[src/rtl/dmem_arbiter.sv]
// Arbiter sharing the data_memory port between the CPU MEM stage and a debug/loader port.
// Optional grant counters are built in when DMEM_ARB_STATS_EN is defined.
//
// state     | meaning
// ST_IDLE   | no access in flight, arbitrate between cpu_req_i and dbg_req_i
// ST_CPU    | CPU access in flight, counting wait states
// ST_DBG    | debug access in flight, counting wait states
module dmem_arbiter #(
   parameter int WAIT_STATES    = 0,
   parameter int MAX_CPU_STREAK = 4
) (
   input  logic        clk_i,
   input  logic        rst_ni,
   input  logic        cpu_req_i,
   input  logic        cpu_write_i,
   input  logic        cpu_byte_en_i,
   input  logic [15:0] cpu_addr_i,
   input  logic [15:0] cpu_wdata_i,
   output logic [15:0] cpu_rdata_o,
   output logic        cpu_stall_o,
   input  logic        dbg_req_i,
   input  logic        dbg_write_i,
   input  logic        dbg_byte_en_i,
   input  logic [15:0] dbg_addr_i,
   input  logic [15:0] dbg_wdata_i,
   output logic [15:0] dbg_rdata_o,
   output logic        dbg_ack_o,
   output logic        mem_write_o,
   output logic        mem_byte_en_o,
   output logic [15:0] mem_addr_o,
   output logic [15:0] mem_wdata_o,
   input  logic [15:0] mem_rdata_i
`ifdef DMEM_ARB_STATS_EN
   ,
   output logic [15:0] cpu_grant_cnt_o,
   output logic [15:0] dbg_grant_cnt_o
`endif
);

   typedef enum logic [1:0] {ST_IDLE, ST_CPU, ST_DBG} state_t;

   localparam logic [3:0] WAIT_C   = 4'(WAIT_STATES);
   localparam logic [7:0] STREAK_C = 8'(MAX_CPU_STREAK);

   state_t      state_q, state_d;
   logic [3:0]  wcnt_q, wcnt_d;
   logic [7:0]  streak_q, streak_d;
   logic [15:0] dbg_rdata_q, dbg_rdata_d;
   logic        dbg_ack_q, dbg_ack_d;

   logic done;
   logic dbg_pend;
   logic cpu_grant;
   logic dbg_grant;

   // A request still held high during its own ack cycle must not start a second access.
   assign dbg_pend  = dbg_req_i && !dbg_ack_q;
   assign done      = (state_q != ST_IDLE) && (wcnt_q == WAIT_C);
   assign cpu_grant = (state_q == ST_IDLE) && cpu_req_i && !(dbg_pend && (streak_q >= STREAK_C));
   assign dbg_grant = (state_q == ST_IDLE) && dbg_pend && (!cpu_req_i || (streak_q >= STREAK_C));

   always_ff @(posedge clk_i or negedge rst_ni) begin
      if (!rst_ni) begin
         state_q     <= ST_IDLE;
         wcnt_q      <= '0;
         streak_q    <= '0;
         dbg_rdata_q <= '0;
         dbg_ack_q   <= 1'b0;
      end else begin
         state_q     <= state_d;
         wcnt_q      <= wcnt_d;
         streak_q    <= streak_d;
         dbg_rdata_q <= dbg_rdata_d;
         dbg_ack_q   <= dbg_ack_d;
      end
   end

   always_comb begin
      state_d     = state_q;
      wcnt_d      = '0;
      streak_d    = streak_q;
      dbg_rdata_d = dbg_rdata_q;
      dbg_ack_d   = 1'b0;
      case (state_q)
         ST_IDLE: begin
            if (cpu_grant)      state_d = ST_CPU;
            else if (dbg_grant) state_d = ST_DBG;
         end
         ST_CPU, ST_DBG: begin
            if (done) state_d = ST_IDLE;
            else      wcnt_d  = wcnt_q + 4'd1;
         end
         default: state_d = ST_IDLE;
      endcase
      if (dbg_grant || !dbg_req_i)
         streak_d = '0;
      else if (cpu_grant && dbg_pend && (streak_q != 8'hFF))
         streak_d = streak_q + 8'd1;
      if ((state_q == ST_DBG) && done) begin
         dbg_ack_d   = 1'b1;
         dbg_rdata_d = dbg_write_i ? 16'h0000 : mem_rdata_i;
      end
   end

   always_comb begin
      mem_write_o   = 1'b0;
      mem_byte_en_o = 1'b0;
      mem_addr_o    = '0;
      mem_wdata_o   = '0;
      cpu_rdata_o   = '0;
      case (state_q)
         ST_CPU: begin
            mem_write_o   = cpu_write_i && done;
            mem_byte_en_o = cpu_byte_en_i;
            mem_addr_o    = cpu_addr_i;
            mem_wdata_o   = cpu_wdata_i;
            cpu_rdata_o   = mem_rdata_i;
         end
         ST_DBG: begin
            mem_write_o   = dbg_write_i && done;
            mem_byte_en_o = dbg_byte_en_i;
            mem_addr_o    = dbg_addr_i;
            mem_wdata_o   = dbg_wdata_i;
         end
         default: ;
      endcase
      // Held low during reset so the pipeline sees a quiet port regardless of cpu_req_i.
      cpu_stall_o = rst_ni && cpu_req_i && !((state_q == ST_CPU) && done);
   end

   assign dbg_rdata_o = dbg_rdata_q;
   assign dbg_ack_o   = dbg_ack_q;

`ifdef DMEM_ARB_STATS_EN
   logic [15:0] cpu_cnt_q, dbg_cnt_q;

   always_ff @(posedge clk_i or negedge rst_ni) begin
      if (!rst_ni) begin
         cpu_cnt_q <= '0;
         dbg_cnt_q <= '0;
      end else begin
         if (cpu_grant) cpu_cnt_q <= cpu_cnt_q + 16'd1;
         if (dbg_grant) dbg_cnt_q <= dbg_cnt_q + 16'd1;
      end
   end

   assign cpu_grant_cnt_o = cpu_cnt_q;
   assign dbg_grant_cnt_o = dbg_cnt_q;
`endif

endmodule

[config.mk]
export PLATFORM = sky130hd
export DESIGN_NAME = dmem_arbiter
export DESIGN_NICKNAME = d
export VERILOG_FILES = /design/src/rtl/dmem_arbiter.sv
export SDC_FILE = /design/constraint.sdc
export NUM_CORES = 1
export LEC_CHECK = 0
export ABC_AREA = 1
export BUFFER_PORTS_ARGS = -buffer_cell sky130_fd_sc_hd__buf_4
export CAP_MARGIN = 25
export CELL_PAD_IN_SITES_DETAIL_PLACEMENT = 0
export CELL_PAD_IN_SITES_GLOBAL_PLACEMENT = 2
export CORE_ASPECT_RATIO = 1.2
export CORE_UTILIZATION = 19
export DETAILED_ROUTE_END_ITERATION = 10
export PLACE_DENSITY_LB_ADDON = 0.1
export SLEW_MARGIN = 20
export SYNTH_ARGS = -nofsm -noshare
export SYNTH_HDL_FRONTEND = slang
export SYNTH_SLANG_ARGS = --single-unit
[constraint.sdc]
create_clock -name clk_i -period 2.1 [get_ports clk_i]
set_input_delay 0.42 -clock clk_i [delete_from_list [all_inputs] [get_ports clk_i]]
set_output_delay 0.42 -clock clk_i [all_outputs]
set_load 0.01 [all_outputs]
**Word-level counts from Yosys, hierarchy flattened**

Index checks and enable logic that the tools add are counted.

- Output and inout bits: 68
- Bits in registers: 31

- Eq/ne operators: 5
- $add $sub $neg: 2
- $lt $le $gt $ge: 1
- Mux-type cells: 15
- Reduce and logical (&&, ||, !) cells: 28

Operators with widths:

| operator | number |
|---|---|
| 16-bit one-hot mux with 2 select lines | 2 |
| 16-bit 2-to-1 mux | 2 |
| 8-bit 2-to-1 mux | 2 |
| 1-bit logical AND | 15 |
| 8-bit by 1-bit adder with 8-bit output (second input constant) | 1 |
| 8-bit by 3-bit greater-or-equal comparator with 1-bit output (second input constant) | 1 |
| 4-bit 2-to-1 mux | 2 |
| 8-bit inequality test (second input constant) | 1 |
| 2-bit 2-to-1 mux | 3 |
| 1-bit zero test | 5 |
| 4-bit by 1-bit adder with 4-bit output (second input constant) | 1 |
| 4-bit zero test | 1 |
| 1-bit one-hot mux with 2 select lines | 2 |
| 2-bit one-hot mux with 2 select lines | 1 |
| 2-bit nonzero test | 2 |
| 3-bit inequality test (second input constant) | 1 |
| 2-bit by 1-bit == test with 1-bit output (second input constant) | 1 |
| 2-bit == test (second input constant) | 1 |
| 2-bit zero test | 1 |
| 1-bit logical OR | 2 |
| 2-bit inequality test (second input constant) | 1 |
| 2-bit AND reduction | 1 |
| 2-bit OR reduction | 1 |
| 1-bit 2-to-1 mux | 1 |

**Logic depth before layout (Yosys ltp)**

Gate-level depths: netlist of run 1.

- Word-level depth: 9
- Gate-level depth with buffers: 8
- Gate-level depth less buffers: 8

**Worst setup path before layout of run 1**

OpenSTA, ideal clock, no wires.

- Path kind: reg2out
- From: register state_q[0]
- To: output port mem_write_o
- Cell stages (with the launch flop): 5
- Path slack: 0.123 ns
- Arrival time: 1.557 ns
- Cell sequence: dfrtp_1 inv_1 ha_1 clkinv_1 a2111oi_0

- Word-level cells in the longest chain between the ends: 4

Ends and longest elaborated chain:

| what | line | RTL |
|---|---|---|
| from (decl) | 45 | `state_t state_q, state_d;` |
| from (signal assigned) | 70 | `state_q <= state_d;` |
| 2-bit nonzero test | 58 | `assign done = (state_q != ST_IDLE) && (wcnt_q == WAIT_C);` |
| 1-bit logical AND | 58 |  |
| 1-bit logical AND, on equally long branches | 120, 113 |  |
| 1-bit one-hot mux with 2 select lines (*) | 111 | `case (state_q)` |
| to (decl) | 28 | `output logic mem_write_o,` |

Mark *: on every way between the ends. The rest lies on a longest branch, timed or not.

**Final worst setup path of run 1**

Same ends and word-level chain as after synthesis.

==> results of run 1 <==
-- per-stage QoR --
| stage | setup TNS (ps) | hold slack (ps) | utilization [%] | power, W |
|---|---|---|---|---|
| 4_1_cts | -235 | 220 | 34.6 | 0.00449 |
| 3_3_place_gp | -144 | 474 | 32.2 | 0.00354 |
| 6_report | 0 | 198 | 35.0 | 0.00448 |
| 5_1_grt | -66.1 | 233 | 35.0 | 0.00484 |
| 2_1_floorplan | 0 | 124 | - | 0.00225 |
| 3_5_place_dp | -182 | 479 | 32.2 | 0.00353 |
-- Yosys cell counts, types with 3 or more instances --
library cell  number  area (µm²)
nand2_1          110         413
inv_1             34         128
a21oi_1           33         165
dfrtp_1           31         776
nand3_1           21         105
o21ai_0           14        70.1
nor2_1            12        45.0
nand4_1            8        50.1
buf_2              7        35.0
ha_1               7        87.6
clkbuf_1           6        22.5
inv_2              3        11.3
-- worst max path at each step --
stage | from | end | slack, ps | depth (start not counted)
3_5_place_dp | state_q[0]$_DFFE_PN0P_ | mem_write_o | -180 | 6
2_1_floorplan | state_q[0]$_DFFE_PN0P_ | mem_write_o | 120 | 4
5_1_grt | state_q[0]$_DFFE_PN0P_ | mem_write_o | -50 | 6
4_1_cts | state_q[0]$_DFFE_PN0P_ | mem_write_o | -40 | 7
3_3_place_gp | state_q[0]$_DFFE_PN0P_ | mem_write_o | -140 | 6
6_report | state_q[0]$_DFFE_PN0P_ | mem_write_o | 40 | 7
-- state kept, by name, summed over array words and instances, names as in the netlist --
signal and cells:
dbg_ack_o 1, state_q 2, wcnt_q 4, streak_q 8
dbg_rdata_o 16
-- kinds of logic (layout without fill, tap and decap cells) --
family / count (synthesis) / after routing / share of synthesized area (%)
AND/OR/NAND/NOR: 160 / 160 / 33.8
buffers and inverters: 57 / 216 / 11.2
AO/OA/AOI/OAI: 52 / 52 / 12.8
flip-flops: 31 / 31 / 36.8
adder cells (fa/ha/maj): 7 / 7 / 4.16
XOR/XNOR: 3 / 3 / 1.25
-- per-layer routing --
layer	global-route usage, %	share of wire (%)
met5	0	0
met4	2.80	0.71
met3	3.87	9.1
met2	25.4	50
met1	16.8	40
-- timing repair --
| item | 4_1_cts | 5_1_grt |
|---|---|---|
| cloned | 1 | 0 |
| buffers inserted | 6 | 0 |
| resized for setup | 9 | 14 |
| pin swaps | 3 | 3 |
| hold endpoints to repair | 0 | 0 |
| endpoints found under the setup margin | 2 | 21 |
-- report_power, final --
| group | internal (W) | switching [W] | total [W] |
|---|---|---|---|
| registers | 0.000788 | 0.000104 | 0.000891 |
| logic | 0.00131 | 0.00162 | 0.00293 |
| clock network | 0.000425 | 0.000232 | 0.000657 |
-- layout make-up --
| class | instances | area [µm²] |
|---|---|---|
| Clock buffer | 6 | 129 |
| Fill cell | 1172 | 6940 |
| Inverter | 39 | 149 |
| Multi-Input combinational cell | 222 | 1180 |
| Sequential cell | 31 | 776 |
| Tap cell | 129 | 161 |
| Timing Repair Buffer | 171 | 1340 |
==> flow_metrics.env, run 1 <==
export IMPL_clkTransAtPathRegs_ps=50
export IMPL_maxCapViolations=0
export IMPL_max_freq_mhz=486
export IMPL_vias=2559
export IMPL_cts_root_buf="clkbuf_16"
export IMPL_yosys_register_bits=31
export IMPL_hp_class="input pin to async pin"
export IMPL_start_util_pct=19.7
export IMPL_core_um2=10700
export IMPL_die_area_um2=11500
export IMPL_numCtsBuffers=5
export IMPL_final_max_slew_viol_count=0
export IMPL_grt_overflow=0
export IMPL_dp_cells=585
export IMPL_ant_nets=0
export IMPL_ys_flop_type="dfrtp_1"
export IMPL_syn_area_um2=2110
export IMPL_avgSynthCellArea_um2=6.80
export IMPL_numPortBuffers=155
export IMPL_synthCells=310
export IMPL_drive_above_1_share_pct=43.5
export IMPL_first_pass_iters=7
export IMPL_critPathBufInv=4
export IMPL_crit_family="buffers and inverters"
export IMPL_ys_async_sr_fraction_pct=100
export IMPL_layout_commonest_cell="buf_4"
export IMPL_nets=565
export IMPL_worst_r2r_cell_count=8
export IMPL_layout_cells_non_filler=598
export IMPL_drc=21
export IMPL_fin_crit_ps=2060
export IMPL_synth_edff_count=0
export IMPL_cp_slowest_cell="dfrtp_1"
export IMPL_seq_area_frac_synth_pct=36.8
export IMPL_status="finished, violations left"
export IMPL_cts_tree="done"
export IMPL_syn_to_final_growth_pct=77.3
export IMPL_powerDensity_nw_per_um2=1200
export IMPL_cts_max_path_buffers=2
export IMPL_reg2reg_setup_slack_ps=420
export IMPL_required_ps=1680
export IMPL_final_cell_mix="buf_4 (166), nand2_1 (109), inv_1 (32)"
export IMPL_cts_hold_buf=0
export IMPL_p_leak_nw=2.00
export IMPL_first_global_vias=2547
export IMPL_worst_setup_path_start_kind="flop"
export IMPL_insertion_delay_ps=270
export IMPL_cp_cell_sequence="inv_2, buf_6, ha_4, nor2_2, a2111oi_4, buf_4, buf_6"
export IMPL_hold_viol=0
export IMPL_rsz0062_at_grt="yes"
export IMPL_row_count=41
export IMPL_cts_sinks=31
export IMPL_rr_startpoint="state_q[0]$_DFFE_PN0P_"
export IMPL_grt_max_degree=35
export IMPL_gp_congestion=0.731
export IMPL_arrival_ps=1640
export IMPL_drtIter0Drc=78
export IMPL_violations="DRC"
export IMPL_setup_ws_ps=43.4
export IMPL_die_h_um=117
export IMPL_ios=156
export IMPL_grtUsageTotal_pct=14.2
export IMPL_design_area_um2=3730
export IMPL_htreeDepth=2
export IMPL_path_class="flop to output pin"
export IMPL_clock_skew_ps=3.40
export IMPL_endpoint_kind="output pin"
export IMPL_path_max_fanout=3
export IMPL_wire_per_inst_um=13.9
export IMPL_slew_headroom_pct=72.5
export IMPL_finalWirelength_um=8290
export IMPL_antenna_found_initial=0
export IMPL_max_vdd_ir_drop_v=0.000512
export IMPL_dpl_worst_slack_ps=-182
export IMPL_finalSetupViolCount=0
export IMPL_grt_pass1_wl_um=13100
export IMPL_n_antenna_cell=0
export IMPL_cpPeakStageDelay_ps=400
export IMPL_die_w_um=98.1
export IMPL_vias_per_cell=4.28
export IMPL_synth_nets=405
export IMPL_path_common_cell="buf_6"
export IMPL_ys_types=29
export IMPL_synth_warnings=0
export IMPL_rr_endpoint="dbg_rdata_o[14]$_DFFE_PN0P_"
export IMPL_hpwl_um=5960
export IMPL_timing_final_crit_share_pct=97.9
export IMPL_place_area_um2=3440
export IMPL_worst_slew_pin_slew_ps=413
(Power assumes the default switching activity.)
==> run 2, diff against run 1 <==
BUFFER_PORTS_ARGS = unset   (was -buffer_cell sky130_fd_sc_hd__buf_4)
CORE_UTILIZATION = 30   (was 19)
CTS_CLUSTER_SIZE = 14   (was unset)
DONT_BUFFER_PORTS = 1   (was unset)
PLACE_DENSITY_LB_ADDON = 0.12   (was 0.1)
==> run 2 against run 1 <==
The flow now finishes without violations. Wire length down 25%. Worst hold slack better by 80 ps. Non-clock buffer count down 123.
==> flow_metrics.env, run 2 (synthesized netlist as in run 1, its figures left out) <==
export IMPL_slew_headroom_pct=77.0
export IMPL_first_pass_iters=4
export IMPL_finalSetupViolCount=0
export IMPL_grt_overflow=0
export IMPL_cts_root_buf="clkbuf_8"
export IMPL_grt_max_degree=42
export IMPL_final_max_slew_viol_count=0
export IMPL_fill_cells=726
export IMPL_layout_commonest_cell="nand2_1"
export IMPL_insertion_delay_ps=280
export IMPL_crit_family="flip-flops"
export IMPL_dpl_worst_slack_ps=252
export IMPL_pwr_share_clk_pct=11.8
export IMPL_drive_above_1_share_pct=21.1
export IMPL_worst_slew_pin_slew_ps=344
export IMPL_cts_sinks=31
export IMPL_power_switching_w=0.00170
export IMPL_grt_met1_usage_pct=16.5
export IMPL_start_util_pct=30.9
export IMPL_die_area_um2=7360
export IMPL_final_core_util_pct=39.1
export IMPL_grtUsageTotal_pct=15.7
export IMPL_die_w_um=78.5
export IMPL_p_leak_nw=1.36
export IMPL_clock_skew_ps=2.96
export IMPL_gp_congestion=0.724
export IMPL_htreeDepth=2
export IMPL_swShare_pct=47.9
export IMPL_required_ps=1680
export IMPL_timing_final_crit_share_pct=96.6
export IMPL_top_usage_layer="met2"
export IMPL_vias_per_cell=4.87
export IMPL_ios=156
export IMPL_drtIter0Drc=45
export IMPL_row_count=33
export IMPL_hp_class="input pin to flop"
export IMPL_vias=2107
export IMPL_grt_pass1_wl_um=8960
export IMPL_fin_crit_ps=2030
export IMPL_reg2reg_setup_slack_ps=520
export IMPL_met2_usage_pct=29.9
export IMPL_wire_per_inst_um=14.3
export IMPL_timing_hold_ws_ps=278
export IMPL_syn_to_final_growth_pct=26.5
export IMPL_endpoint_kind="output pin"
export IMPL_intPower_w=0.00185
export IMPL_path_class="flop to output pin"
export IMPL_final_cell_mix="nand2_1 (110), buf_4 (43), inv_1 (32)"
export IMPL_cp_slowest_cell="dfrtp_1"
export IMPL_setup_ws_ps=71.0
export IMPL_max_vdd_ir_drop_v=0.000542
export IMPL_critPathBufInv=3
export IMPL_die_h_um=93.8
export IMPL_first_global_vias=1877
export IMPL_worst_setup_path_start_kind="flop"
export IMPL_rsz0062_at_grt="yes"
export IMPL_cts_tree="done"
export IMPL_cpPeakStageDelay_ps=380
export IMPL_arrival_ps=1610
export IMPL_clkTransAtPathRegs_ps=60
export IMPL_finalWirelength_um=6180
export IMPL_maxCapViolations=0
export IMPL_max_freq_mhz=493
export IMPL_n_antenna_cell=0
export IMPL_powerDensity_nw_per_um2=1330
export IMPL_ant_nets=0
export IMPL_cp_cell_sequence="inv_2, ha_4, clkinv_2, a2111oi_2, buf_4"
export IMPL_largest_reg_flops=16
export IMPL_status="finished clean"
export IMPL_numCtsBuffers=5
export IMPL_nets=442
export IMPL_gr_usage_met3_pct=3.40
export IMPL_hold_viol=0
export IMPL_finalSetupTns_ps=0
export IMPL_hpwl_um=4370
export IMPL_seq_power_share_pct=28.0
export IMPL_path_max_fanout=3
export IMPL_numPortBuffers=0
export IMPL_core_um2=6810
export IMPL_p_comb_share_pct=60.3
export IMPL_cts_max_path_buffers=2
export IMPL_antenna_found_initial=0
export IMPL_drc=0
run 2: cell types whose count changed in the layout (fill, tap and decap cells not counted), moves of 2 or more:
| cell | change |
|---|---|
| clkbuf_8 | +5 |
| buf_4 | -123 |
| a21oi_1 | +5 |
| clkbuf_16 | -4 |
| buf_6 | -2 |
| a21oi_2 | -5 |
run 2: power groups by stage:
stage | combinational (W) | clock [W] | sequential, W
2_1_floorplan | 0.00129 | 0 | 0.000961
3_3_place_gp | 0.00193 | 0 | 0.00101
3_5_place_dp | 0.00193 | 0 | 0.00101
4_1_cts | 0.00200 | 0.000433 | 0.000995
5_1_grt | 0.00238 | 0.000450 | 0.00102
6_report | 0.00214 | 0.000418 | 0.000995
run 2: layer usage:
layer	up-vias	routed length (µm)
li1	1050	-
met4	0	126
met5	-	0
met1	956	2460
met2	94	3150
met3	7	431
run 2: path summary, 6_finish.rpt:
path	from	endpoint	depth (start not counted)
worst max-delay path	state_q[1]$_DFFE_PN0P_	mem_write_o	5
worst min-delay path	mem_rdata_i[12]	dbg_rdata_o[12]$_DFFE_PN0P_	2
worst max register to register	state_q[0]$_DFFE_PN0P_	dbg_rdata_o[7]$_DFFE_PN0P_	7
worst min register to register	wcnt_q[0]$_DFF_PN0_	wcnt_q[0]$_DFF_PN0_	1
max in group asynchronous	rst_ni	streak_q[5]$_DFFE_PN0P_	2
min in group asynchronous	rst_ni	dbg_rdata_o[0]$_DFFE_PN0P_	2
run 2: area by class of cell:
class	count	area, µm²	area share [%]
multi-input combinational	222	1150	43.1
sequential	31	776	29.1
tap	87	109	4.08
inverter	39	148	5.54
clock buffer	6	72.6	2.72
timing repair buffer	48	413	15.5
run 2: metrics by stage:
step | area (µm²) | instances | power (W)
detailed placement | 2460 | 421 | 0.00294
floorplan | 2110 | 310 | 0.00225
global route | 2670 | 433 | 0.00385
global placement | 2460 | 421 | 0.00294
finish | 2670 | 433 | 0.00356
CTS | 2580 | 431 | 0.00343
run 2: timing repair:
| item | CTS | global route |
|---|---|---|
| hold buffers | 2 | 0 |
| setup buffers | 2 | 1 |
| cloned | 0 | 1 |
| hold endpoints to repair | 31 | 0 |
| resized for setup | 3 | 10 |
| endpoints found under the setup margin | 1 | 34 |
run 2: worst reg2reg max path, delay by kind of cell (launching register included):
family,cells,cell delay [ps]
AND/OR/NAND/NOR,3,490
buffers and inverters,3,470
flip-flops,1,390
adder cells (fa/ha/maj),1,170
